--- src/rtl/ahb_bridge_arbiter_pkg.sv ---
// Shared types and constants for the AHB-to-APB bridge round-robin arbiter.
// Optional watchdog is enabled with the ARB_TIMEOUT_EN macro.
package ahb_bridge_arb_pkg;

    localparam int ADDR_W_DEF  = 7;
    localparam int DATA_W_DEF  = 32;

    // Address split seen by the bridge: [6:5] picks the APB slave, [4:0] is PADDR.
    localparam int SLV_SEL_MSB = 6;
    localparam int SLV_SEL_LSB = 5;
    localparam int PADDR_W     = 5;

    typedef enum logic [1:0] {
        ST_IDLE = 2'd0,
        ST_ADDR = 2'd1,
        ST_DATA = 2'd2,
        ST_RESP = 2'd3
    } arb_state_e;

    function automatic int ptr_width(input int n);
        return (n > 1) ? $clog2(n) : 1;
    endfunction

endpackage

--- src/rtl/ahb_bridge_arbiter_if.sv ---
// Requester-side and bridge-side signal bundle for ahb_bridge_arbiter.
// master = arbiter view, slave = requesters plus bridge view.
interface ahb_bridge_arbiter_if
    import ahb_bridge_arb_pkg::*;
#(
    parameter int NUM_REQ = 4,
    parameter int ADDR_W  = ADDR_W_DEF,
    parameter int DATA_W  = DATA_W_DEF
);
    logic [NUM_REQ-1:0]        req_valid;
    logic [NUM_REQ-1:0]        req_write;
    logic [NUM_REQ*ADDR_W-1:0] req_addr;
    logic [NUM_REQ*DATA_W-1:0] req_wdata;
    logic [NUM_REQ-1:0]        req_ack;
    logic                      req_err;
    logic [DATA_W-1:0]         req_rdata;

    logic                      HSEL;
    logic [ADDR_W-1:0]         HADDR;
    logic                      HWRITE;
    logic                      HREADY;
    logic [DATA_W-1:0]         HWDATA;
    logic                      HREADYOUT;
    logic [DATA_W-1:0]         HRDATA;

    modport master (
        input  req_valid, req_write, req_addr, req_wdata, HREADYOUT, HRDATA,
        output req_ack, req_err, req_rdata, HSEL, HADDR, HWRITE, HREADY, HWDATA
    );

    modport slave (
        output req_valid, req_write, req_addr, req_wdata, HREADYOUT, HRDATA,
        input  req_ack, req_err, req_rdata, HSEL, HADDR, HWRITE, HREADY, HWDATA
    );

endinterface

--- src/rtl/ahb_bridge_arbiter_rr_pick.sv ---
// Combinational round-robin pick: first valid requester at or after the pointer,
// wrapping modulo NUM_REQ; returns one-hot grant and encoded index.
module rr_pick
    import ahb_bridge_arb_pkg::*;
#(
    parameter int NUM_REQ = 4,
    localparam int PTR_W  = ptr_width(NUM_REQ)
) (
    input  logic [NUM_REQ-1:0] valid_i,
    input  logic [PTR_W-1:0]   ptr_i,
    output logic [NUM_REQ-1:0] grant_o,
    output logic [PTR_W-1:0]   idx_o
);

    int j;

    // Scan from the farthest offset down so the closest valid requester wins last.
    always_comb begin
        grant_o = '0;
        idx_o   = '0;
        j       = 0;
        for (int k = NUM_REQ - 1; k >= 0; k--) begin
            j = int'(ptr_i) + k;
            if (j >= NUM_REQ) begin
                j = j - NUM_REQ;
            end
            if (valid_i[PTR_W'(j)]) begin
                grant_o              = '0;
                grant_o[PTR_W'(j)]   = 1'b1;
                idx_o                = PTR_W'(j);
            end
        end
    end

endmodule

--- src/rtl/ahb_bridge_arbiter.sv ---
// Round-robin sequencer sharing one AHB-to-APB bridge port between NUM_REQ requesters.
// Define ARB_TIMEOUT_EN to abort stalled data phases after TIMEOUT_CYCLES with req_err.
module ahb_bridge_arbiter
    import ahb_bridge_arb_pkg::*;
#(
    parameter int NUM_REQ        = 4,
    parameter int ADDR_W         = ADDR_W_DEF,
    parameter int DATA_W         = DATA_W_DEF,
    parameter int TIMEOUT_CYCLES = 64
) (
    input  logic                   HCLK,
    input  logic                   RESET,
    ahb_bridge_arbiter_if.master   bus
);

    localparam int PTR_W = ptr_width(NUM_REQ);

    arb_state_e          state_q, state_d;
    logic [PTR_W-1:0]    ptr_q, ptr_d;
    logic [PTR_W-1:0]    idx_q, idx_d;
    logic                write_q, write_d;
    logic [ADDR_W-1:0]   addr_q, addr_d;
    logic [DATA_W-1:0]   wdata_q, wdata_d;
    logic [DATA_W-1:0]   rdata_q, rdata_d;
    logic                first_q, first_d;

`ifdef ARB_TIMEOUT_EN
    localparam int CNT_W = $clog2(TIMEOUT_CYCLES + 1);
    logic [CNT_W-1:0]    cnt_q, cnt_d;
    logic                err_q, err_d;
`endif

    logic [ADDR_W-1:0]   addr_arr  [NUM_REQ];
    logic [DATA_W-1:0]   wdata_arr [NUM_REQ];
    logic [NUM_REQ-1:0]  pick_grant;
    logic [PTR_W-1:0]    pick_idx;

    genvar gi;
    generate
        for (gi = 0; gi < NUM_REQ; gi++) begin : g_unpack
            assign addr_arr[gi]  = bus.req_addr[gi*ADDR_W +: ADDR_W];
            assign wdata_arr[gi] = bus.req_wdata[gi*DATA_W +: DATA_W];
        end
    endgenerate

    rr_pick #(.NUM_REQ(NUM_REQ)) u_pick (
        .valid_i (bus.req_valid),
        .ptr_i   (ptr_q),
        .grant_o (pick_grant),
        .idx_o   (pick_idx)
    );

    always_ff @(posedge HCLK or posedge RESET) begin
        if (RESET) begin
            state_q <= ST_IDLE;
            ptr_q   <= '0;
            idx_q   <= '0;
            write_q <= 1'b0;
            addr_q  <= '0;
            wdata_q <= '0;
            rdata_q <= '0;
            first_q <= 1'b0;
`ifdef ARB_TIMEOUT_EN
            cnt_q   <= '0;
            err_q   <= 1'b0;
`endif
        end else begin
            state_q <= state_d;
            ptr_q   <= ptr_d;
            idx_q   <= idx_d;
            write_q <= write_d;
            addr_q  <= addr_d;
            wdata_q <= wdata_d;
            rdata_q <= rdata_d;
            first_q <= first_d;
`ifdef ARB_TIMEOUT_EN
            cnt_q   <= cnt_d;
            err_q   <= err_d;
`endif
        end
    end

    always_comb begin
        state_d       = state_q;
        ptr_d         = ptr_q;
        idx_d         = idx_q;
        write_d       = write_q;
        addr_d        = addr_q;
        wdata_d       = wdata_q;
        rdata_d       = rdata_q;
        first_d       = first_q;
`ifdef ARB_TIMEOUT_EN
        cnt_d         = cnt_q;
        err_d         = err_q;
`endif
        bus.HSEL      = 1'b0;
        bus.HADDR     = '0;
        bus.HWRITE    = 1'b0;
        bus.HREADY    = 1'b1;
        bus.HWDATA    = '0;
        bus.req_ack   = '0;
        bus.req_rdata = '0;
        bus.req_err   = 1'b0;

        case (state_q)
            ST_IDLE: begin
                // Requester inputs are sampled only here; later changes never reach the bus.
                if (|pick_grant) begin
                    idx_d   = pick_idx;
                    write_d = bus.req_write[pick_idx];
                    addr_d  = addr_arr[pick_idx];
                    wdata_d = wdata_arr[pick_idx];
                    state_d = ST_ADDR;
                end
            end
            ST_ADDR: begin
                bus.HSEL   = 1'b1;
                bus.HADDR  = addr_q;
                bus.HWRITE = write_q;
                first_d    = 1'b1;
                rdata_d    = '0;
`ifdef ARB_TIMEOUT_EN
                cnt_d      = '0;
                err_d      = 1'b0;
`endif
                state_d    = ST_DATA;
            end
            ST_DATA: begin
                bus.HADDR  = addr_q;
                bus.HWRITE = write_q;
                bus.HWDATA = write_q ? wdata_q : '0;
                bus.HREADY = bus.HREADYOUT;
                first_d    = 1'b0;
                // The bridge's HREADYOUT in the first data cycle still reflects its setup phase.
                if (!first_q && bus.HREADYOUT) begin
                    rdata_d = write_q ? '0 : bus.HRDATA;
                    state_d = ST_RESP;
                end
`ifdef ARB_TIMEOUT_EN
                else if (cnt_q == CNT_W'(TIMEOUT_CYCLES - 1)) begin
                    rdata_d = '0;
                    err_d   = 1'b1;
                    state_d = ST_RESP;
                end else begin
                    cnt_d   = cnt_q + 1'b1;
                end
`endif
            end
            ST_RESP: begin
                bus.req_ack[idx_q] = 1'b1;
                bus.req_rdata      = rdata_q;
`ifdef ARB_TIMEOUT_EN
                bus.req_err        = err_q;
`endif
                ptr_d   = (idx_q == PTR_W'(NUM_REQ - 1)) ? '0 : idx_q + 1'b1;
                state_d = ST_IDLE;
            end
            default: begin
                state_d = ST_IDLE;
            end
        endcase
    end

endmodule

--- src/flat_wrapper.sv ---
// flat-port wrapper written by rule: the top's interface ports become plain ports
module ahb_bridge_arbiter_flat import ahb_bridge_arb_pkg::*;
#(
    parameter int NUM_REQ        = 4,
    parameter int ADDR_W         = ADDR_W_DEF,
    parameter int DATA_W         = DATA_W_DEF,
    parameter int TIMEOUT_CYCLES = 64
)
  (HCLK, RESET, bus_req_valid, bus_req_write, bus_req_addr, bus_req_wdata, bus_HREADYOUT, bus_HRDATA, bus_req_ack, bus_req_err, bus_req_rdata, bus_HSEL, bus_HADDR, bus_HWRITE, bus_HREADY, bus_HWDATA);
  ahb_bridge_arbiter_if #(.NUM_REQ(NUM_REQ), .ADDR_W(ADDR_W), .DATA_W(DATA_W)) bus_i ();
  input  logic HCLK;
  input  logic RESET;
  input wire logic [$bits(bus_i.req_valid)-1:0] bus_req_valid;
  input wire logic [$bits(bus_i.req_write)-1:0] bus_req_write;
  input wire logic [$bits(bus_i.req_addr)-1:0] bus_req_addr;
  input wire logic [$bits(bus_i.req_wdata)-1:0] bus_req_wdata;
  input wire logic [$bits(bus_i.HREADYOUT)-1:0] bus_HREADYOUT;
  input wire logic [$bits(bus_i.HRDATA)-1:0] bus_HRDATA;
  output wire logic [$bits(bus_i.req_ack)-1:0] bus_req_ack;
  output wire logic [$bits(bus_i.req_err)-1:0] bus_req_err;
  output wire logic [$bits(bus_i.req_rdata)-1:0] bus_req_rdata;
  output wire logic [$bits(bus_i.HSEL)-1:0] bus_HSEL;
  output wire logic [$bits(bus_i.HADDR)-1:0] bus_HADDR;
  output wire logic [$bits(bus_i.HWRITE)-1:0] bus_HWRITE;
  output wire logic [$bits(bus_i.HREADY)-1:0] bus_HREADY;
  output wire logic [$bits(bus_i.HWDATA)-1:0] bus_HWDATA;
  assign bus_i.req_valid = bus_req_valid;
  assign bus_i.req_write = bus_req_write;
  assign bus_i.req_addr = bus_req_addr;
  assign bus_i.req_wdata = bus_req_wdata;
  assign bus_i.HREADYOUT = bus_HREADYOUT;
  assign bus_i.HRDATA = bus_HRDATA;
  assign bus_req_ack = bus_i.req_ack;
  assign bus_req_err = bus_i.req_err;
  assign bus_req_rdata = bus_i.req_rdata;
  assign bus_HSEL = bus_i.HSEL;
  assign bus_HADDR = bus_i.HADDR;
  assign bus_HWRITE = bus_i.HWRITE;
  assign bus_HREADY = bus_i.HREADY;
  assign bus_HWDATA = bus_i.HWDATA;
  ahb_bridge_arbiter #(.NUM_REQ(NUM_REQ), .ADDR_W(ADDR_W), .DATA_W(DATA_W), .TIMEOUT_CYCLES(TIMEOUT_CYCLES)) u_core (.HCLK(HCLK), .RESET(RESET), .bus(bus_i));
endmodule
--- config.mk ---
export PLATFORM = sky130hd
export DESIGN_NAME = ahb_bridge_arbiter_flat
export DESIGN_NICKNAME = d
export VERILOG_FILES = /design/src/rtl/ahb_bridge_arbiter_pkg.sv /design/src/rtl/ahb_bridge_arbiter_if.sv /design/src/rtl/ahb_bridge_arbiter_rr_pick.sv /design/src/rtl/ahb_bridge_arbiter.sv /design/src/flat_wrapper.sv
export SDC_FILE = /design/constraint.sdc
export NUM_CORES = 1
export LEC_CHECK = 0
export ABC_AREA = 1
export CAP_MARGIN = 20
export CORE_MARGIN = 1
export CORE_UTILIZATION = 47
export CTS_BUF_LIST = sky130_fd_sc_hd__clkbuf_4 sky130_fd_sc_hd__clkbuf_8 sky130_fd_sc_hd__clkbuf_16
export DETAILED_ROUTE_END_ITERATION = 6
export PLACE_DENSITY = 0.88
export SLEW_MARGIN = 10
export SYNTH_ARGS = -nofsm -noshare
export SYNTH_HDL_FRONTEND = slang
export SYNTH_HIERARCHICAL = 1
export SYNTH_SLANG_ARGS = --single-unit
--- constraint.sdc ---
create_clock -name HCLK -period 3.92 [get_ports HCLK]
set_input_delay 0.588 -clock HCLK [delete_from_list [all_inputs] [get_ports HCLK]]
set_output_delay 0.588 -clock HCLK [all_outputs]
set_load 0.02 [all_outputs]
==> results of run 1 <==
kinds of logic (layout without fill, tap and decap cells):
logic type	count (synthesis)	count (layout)	synth area share, %
AO/OA/AOI/OAI	10	10	0.932
other	1	2	0.0570
buffers and inverters	315	559	20.7
AND/OR/NAND/NOR	677	677	44.8
adder cells (fa/ha/maj)	18	18	3.43
flip-flops	79	79	30.1
synthesized netlist by cell type:
master and count:
buf_4 6, inv_1 248, a21oi_1 3, clkbuf_1 4, buf_6 14, clkinv_1 3
nor2_4 2, nor3_2 1, buf_2 32, nand3_1 145, nand2_4 6, dfrtp_1 79
o21ai_0 5, o21ai_1 1, inv_4 1, inv_2 6, o21ai_4 1, conb_1 1
or2_2 1, nand2_1 439, nand3_2 21, nand2_2 10, inv_8 1, nor2_1 52
ha_1 18
metal layers:
metal,GRT usage [%],routed length [um]
met1,31.8,7700
met2,48.3,9680
met3,5.05,1170
met4,11.0,536
met5,0,0
per-stage QoR:
| stage | instance area (um2) | power [mW] | utilization, % | std cells | setup WS, ns |
|---|---|---|---|---|---|
| 2_1_floorplan | 6580 | 5.40 | - | 1100 | 1.31 |
| 3_3_place_gp | 9280 | 6.51 | 69.0 | 1505 | 0.976 |
| 3_5_place_dp | 9280 | 6.62 | 69.0 | 1505 | 0.972 |
| 4_1_cts | 9570 | 7.48 | 71.2 | 1520 | 0.870 |
| 5_1_grt | 9580 | 8.19 | 71.2 | 1521 | 0.655 |
| 6_report | 9580 | 7.43 | 71.2 | 1521 | 0.925 |
worst max-delay path, stage by stage (launching register included):
cell	delay, ns
dfrtp_1	0.42
inv_1	0.14
ha_1	0.27
nand2_1	0.19
buf_4	0.28
nor2_1	0.16
clkdlybuf4s50_1	0.63
state kept, by name, summed over array words and instances (netlist names):
signal	count
u_core/wdata_q	32
u_core/rdata_q	32
u_core/first_q	1
u_core/addr_q	7
u_core/ptr_q	2
u_core/state_q	2
u_core/idx_q	2
u_core/write_q	1
final timing paths:
| kind | end | slack [ns] | depth (start not counted) |
|---|---|---|---|
| setup / recovery | bus_HWDATA[10] | 0.92 | 6 |
| setup reg to reg | u_core/addr_q[0] | 0.96 | 15 |
| hold reg to reg | u_core/wdata_q[3] | 0.48 | 2 |
| max in group asynchronous | u_core/wdata_q[28] | 2.46 | 3 |
| hold / removal | u_core/wdata_q[3] | 0.48 | 2 |
| min in group asynchronous | u_core/rdata_q[1] | 0.71 | 2 |
power by group:
group	internal (mW)	switching, mW
sequential	1.24	0.273
clock	0.507	0.321
combinational	1.77	3.32
cell type report:
type,count,area share [%]
multi-input combinational,706,33.8
antenna,1,0.0261
sequential,79,20.6
tap,176,2.30
inverter,259,10.3
clock inverter,5,0.614
clock buffer,10,2.50
timing repair buffer,285,29.8
==> results.cfg, run 1 <==
[synth]
avgSynthCellArea_um2 = 5.98
yosys.area.top_type = dfrtp_1
ys_top_cells_by_area = dfrtp_1, nand2_1, inv_1
synth_seq_area_share_pct = 30.1
synth_cells = 1100
ys_types = 25
synth_nets = 1317
synth_top_area_share_pct = 30.1
yosys_warnings = 6
ys_ff_latch = 79
syn_area_um2 = 6580

[route]
routed-via-count = 7184
wl_per_cell_um = 12.5
postRouteAntennaNets = 0
drt-total-wl_um = 19100
dr.first_iter.drc_count = 459
drc_errors = 0
viasPerCell = 4.72
drtPass1Iterations = 5

[sta]
rsz0062_at_grt = false
slew_viol_final = 0
timing.final.crit_share_pct = 76.4
min_period_ns = 3.00
hold_viol = 0
fin_tns_setup_ns = 0
clock_skew_ns = 0.00584
timing.fmax_mhz = 334
worstMarginPinSlew_ns = 0.992
hold_slack_ns = 0.476
relSlewSlack_pct = 33.7
setup_viol = 0

[floorplan]
io_pins = 278
die_height_um = 120
die_w_um = 120
std_cell_rows = 42
core_um2 = 13500
die-area_um2 = 14500
initial_core_util_pct = 48.9

[run]
drv_cap = 0

[clock_tree]
cts_tree = done
holdBufCountCts = 0
numCtsBuffers = 9
htree_levels = 3
cts.clk_slew.worst_paths_ns = 0.06
cts_root_buf = clkbuf_16
clk_latency_ns = 0.32
post_cts_buffers = 0
post_cts_resized = 0
clock_sinks = 79
clock_path_buffers = 2

[finish]
seqCellArea_um2 = 1980
multiInputGateArea_um2 = 3240
final_common_cell = nand2_1
nNetsFinal = 1557
drive_gt1_share_pct = 5.65
final_cell_mix = nand2_1, clkdlybuf4s50_1, inv_1
n_fill_cell = 1179
area_growth_syn_to_layout_pct = 45.7

[worst_setup_path]
worst-setup-path-type = register to primary output
critPathLaunch = u_core/state_q[0]
start_kind = register
worst_setup_path_end_kind = primary output
arrival_ns = 2.41
worstPathRequired_ns = 3.33
rr_startpoint = u_core/ptr_q[0]
critPathMaxFanout = 28

[power_and_ir_drop]
power_density_nw_per_um2 = 776
ir_drop_mv = 0.373
p_leak_nw = 5.55

[grt]
grt_pass1_wl_um = 31700
grt-ovfl-total = 0
grt_pass1_vias = 6837
track_usage_pct = 27.1
grt_antenna_before_repair = 1
grt_max_degree = 81

[placed_design]
place_congestion = 0.882
place.port_buffers = 276
dp_hpwl_um = 14300

[min_path]
hold_start = u_core/wdata_q[3]
worstHoldPathType = register to register

[run_status]
status = completed
No activity file was read; power rests on OpenSTA's default activity.
==> run 2, diff against run 1 <==
--- a/config.mk
+++ b/config.mk
@@ -8,10 +8,10 @@
 export ABC_AREA = 1
 export CAP_MARGIN = 20
 export CORE_MARGIN = 1
-export CORE_UTILIZATION = 47
+export CORE_UTILIZATION = 40
 export CTS_BUF_LIST = sky130_fd_sc_hd__clkbuf_4 sky130_fd_sc_hd__clkbuf_8 sky130_fd_sc_hd__clkbuf_16
 export DETAILED_ROUTE_END_ITERATION = 6
-export PLACE_DENSITY = 0.88
+export PLACE_DENSITY = 0.8
 export SLEW_MARGIN = 10
 export SYNTH_ARGS = -nofsm -noshare
 export SYNTH_HDL_FRONTEND = slang
==> constraint.sdc (replaced) <==
create_clock -name HCLK -period 2.6 [get_ports HCLK]
set_input_delay 0.39 -clock HCLK [delete_from_list [all_inputs] [get_ports HCLK]]
set_output_delay 0.39 -clock HCLK [all_outputs]
set_load 0.02 [all_outputs]
==> results.cfg, run 2 (synthesis results as in run 1) <==
[finish]
antenna_cells = 0
area_growth_syn_to_layout_pct = 49.3
n_fill_cell = 1519
fin_area_um2 = 9820
multiInputGateArea_um2 = 3260
drive_gt1_share_pct = 6.93
stdcell_count = 1573
final_cell_mix = nand2_1, inv_1, clkdlybuf4s50_1
reg_top3 = u_core/rdata_q: 32 flops, u_core/wdata_q: 32 flops, u_core/addr_q: 7 flops
seqCellArea_um2 = 1980
nNetsFinal = 1569
final_common_cell = nand2_1

[floorplan]
die-area_um2 = 17000
std_cell_rows = 46
io_pins = 278
die_w_um = 130
initial_core_util_pct = 41.2
die_height_um = 130
core_um2 = 15900

[grt]
grt_antenna_before_repair = 0
grt_pass1_wl_um = 30700
grt-ovfl-total = 0
grt_pass1_vias = 6620
grt_max_degree = 73
track_usage_pct = 22.8

[worst_setup_path]
worstReg2RegEnd = u_core/wdata_q[13]
cp.buffers_inverters = 3
critPathMaxStageDelay_ns = 0.63
worstPathRequired_ns = 2.21
rr_startpoint = u_core/ptr_q[0]
path_cells = ha_2 > buf_12 > nand2_1 > inv_1 > clkdlybuf4s50_1
critical-path-top-delay-family = buffers and inverters
critPathMaxFanout = 32
worst_setup_path_end_kind = primary output
r2r_setup_slack_ns = 0.17
reg2reg_depth = 16
arrival_ns = 2.06
crit_slowest_cell = clkdlybuf4s50_1
start_kind = register
worst-setup-path-type = register to primary output

[clock_tree]
numCtsBuffers = 9
cts_root_buf = clkbuf_16
cts_tree = done
holdBufCountCts = 0
clock_path_buffers = 2
clock_sinks = 79
cts.clk_slew.worst_paths_ns = 0.06
htree_levels = 3
clk_latency_ns = 0.33

[route]
drt-total-wl_um = 19200
routed-via-count = 7157
dr.first_iter.drc_count = 314
viasPerCell = 4.55
drc_errors = 0
drtPass1Iterations = 5
wl_per_cell_um = 12.2
postRouteAntennaNets = 0

[sta]
hold_viol = 0
rsz0062_at_grt = false
min_period_ns = 2.45
clock_skew_ns = 0.00837
timing.final.crit_share_pct = 94.0
timing.fmax_mhz = 409
slew_viol_final = 0
relSlewSlack_pct = 46.9
setup_viol = 0
worstMarginPinSlew_ns = 0.795

[min_path]
min_to = u_core/addr_q[3]
hold_depth = 2
worstHoldPathType = register to register
hold_start = u_core/addr_q[3]

[placed_design]
placed_cells_incl_taps = 1557
place.port_buffers = 276
dpl_cell_area_um2 = 9470
place_congestion = 0.894
dp_hpwl_um = 14500

[power_and_ir_drop]
ir_drop_mv = 0.737
p_total_mw = 11.5
p_leak_nw = 6.00
power_density_nw_per_um2 = 1180

[run_status]
status = completed

[run]
drv_cap = 0
[run 2: cell types whose count changed in the layout (fill, tap and decap cells not counted), moves of 2 or more]
cell | before | now
dlymetal6s2s_1 | 0 | 17
inv_8 | 1 | 3
clkdlybuf4s50_1 | 276 | 244
ha_1 | 18 | 15
buf_4 | 7 | 14
buf_12 | 2 | 5
clkinv_4 | 1 | 3
ha_2 | 0 | 2
inv_6 | 0 | 2
dlygate4sd2_1 | 0 | 15
[run 2: where the power goes]
part	switching, mW	internal [mW]	leakage [nW]	total, mW
Combinational	5.13	2.97	4.84	8.09
Sequential	0.356	1.87	1.01	2.23
Clock	0.547	0.668	0.140	1.22
Total	6.03	5.51	6.00	11.5
[run 2: worst reg2reg max path, cell delays in order, from the launching register on]
cell	delay [ns]
dfrtp_2	0.41
inv_8	0.03
ha_1	0.34
inv_1	0.16
nand3_1	0.16
nand3_1	0.10
nand2_1	0.06
clkinv_1	0.05
nand2_1	0.04
nor2_1	0.10
nor2_1	0.05
nor2_1	0.13
nand2_1	0.08
nand2_2	0.11
buf_6	0.31
nand2_1	0.12
nand2_1	0.09
[run 2: worst max-delay path by stage]
stage,startpoint,endpoint,slack [ns],cells after the start
after floorplan,RESET,u_core/addr_q[0],0.19,1
after global placement,bus_req_valid[1],u_core/wdata_q[17],0.009,15
after detailed placement,bus_req_valid[2],u_core/wdata_q[13],-0.10,15
after CTS,u_core/state_q[0],bus_HWDATA[1],0.00004,6
after global routing,u_core/ptr_q[0],u_core/wdata_q[13],0.008,16
final,u_core/state_q[1],bus_req_rdata[3],0.15,5
[run 2: final cells by class]
class,count,area share [%]
multi-input combinational,706,33.2
tap,216,2.75
timing repair buffer,297,30.9
inverter,259,10.1
clock inverter,7,0.663
sequential,79,20.1
clock buffer,9,2.29
[run 2: timing repair]
action	in CTS	in global routing
cloned	0	0
setup buffers	0	0
gates resized for setup	17	24
endpoints found under the setup margin	36	70
[run 2: per-stage QoR]
stage               utilization (%)  TNS, ns  hold slack (ns)  setup WS (ns)
floorplan                         -        0            0.449          0.187
finish                         61.6        0            0.482          0.155
global placement               59.4        0            0.463        0.00869
detailed placement             59.4    -1.72            0.465         -0.101
CTS                            61.1        0            0.482      0.0000435
global route                   61.6        0            0.497        0.00830
[run 2: layer usage]
metal	vias up	GRT usage [%]	wire (um)
met4	0	9.23	544
met1	3172	27.0	7970
met2	258	40.2	9520
met5	-	0	0
li1	3685	-	-
met3	42	4.31	1190
==> run 3, diff against run 2 <==
--- a/config.mk
+++ b/config.mk
@@ -7,9 +7,9 @@
 export LEC_CHECK = 0
 export ABC_AREA = 1
 export CAP_MARGIN = 20
-export CORE_MARGIN = 1
 export CORE_UTILIZATION = 40
 export CTS_BUF_LIST = sky130_fd_sc_hd__clkbuf_4 sky130_fd_sc_hd__clkbuf_8 sky130_fd_sc_hd__clkbuf_16
+export CTS_CLUSTER_DIAMETER = 80
 export DETAILED_ROUTE_END_ITERATION = 6
 export PLACE_DENSITY = 0.8
 export SLEW_MARGIN = 10
==> results of run 3 <==
Final layout, timing and power as in run 2 (identical DEF).
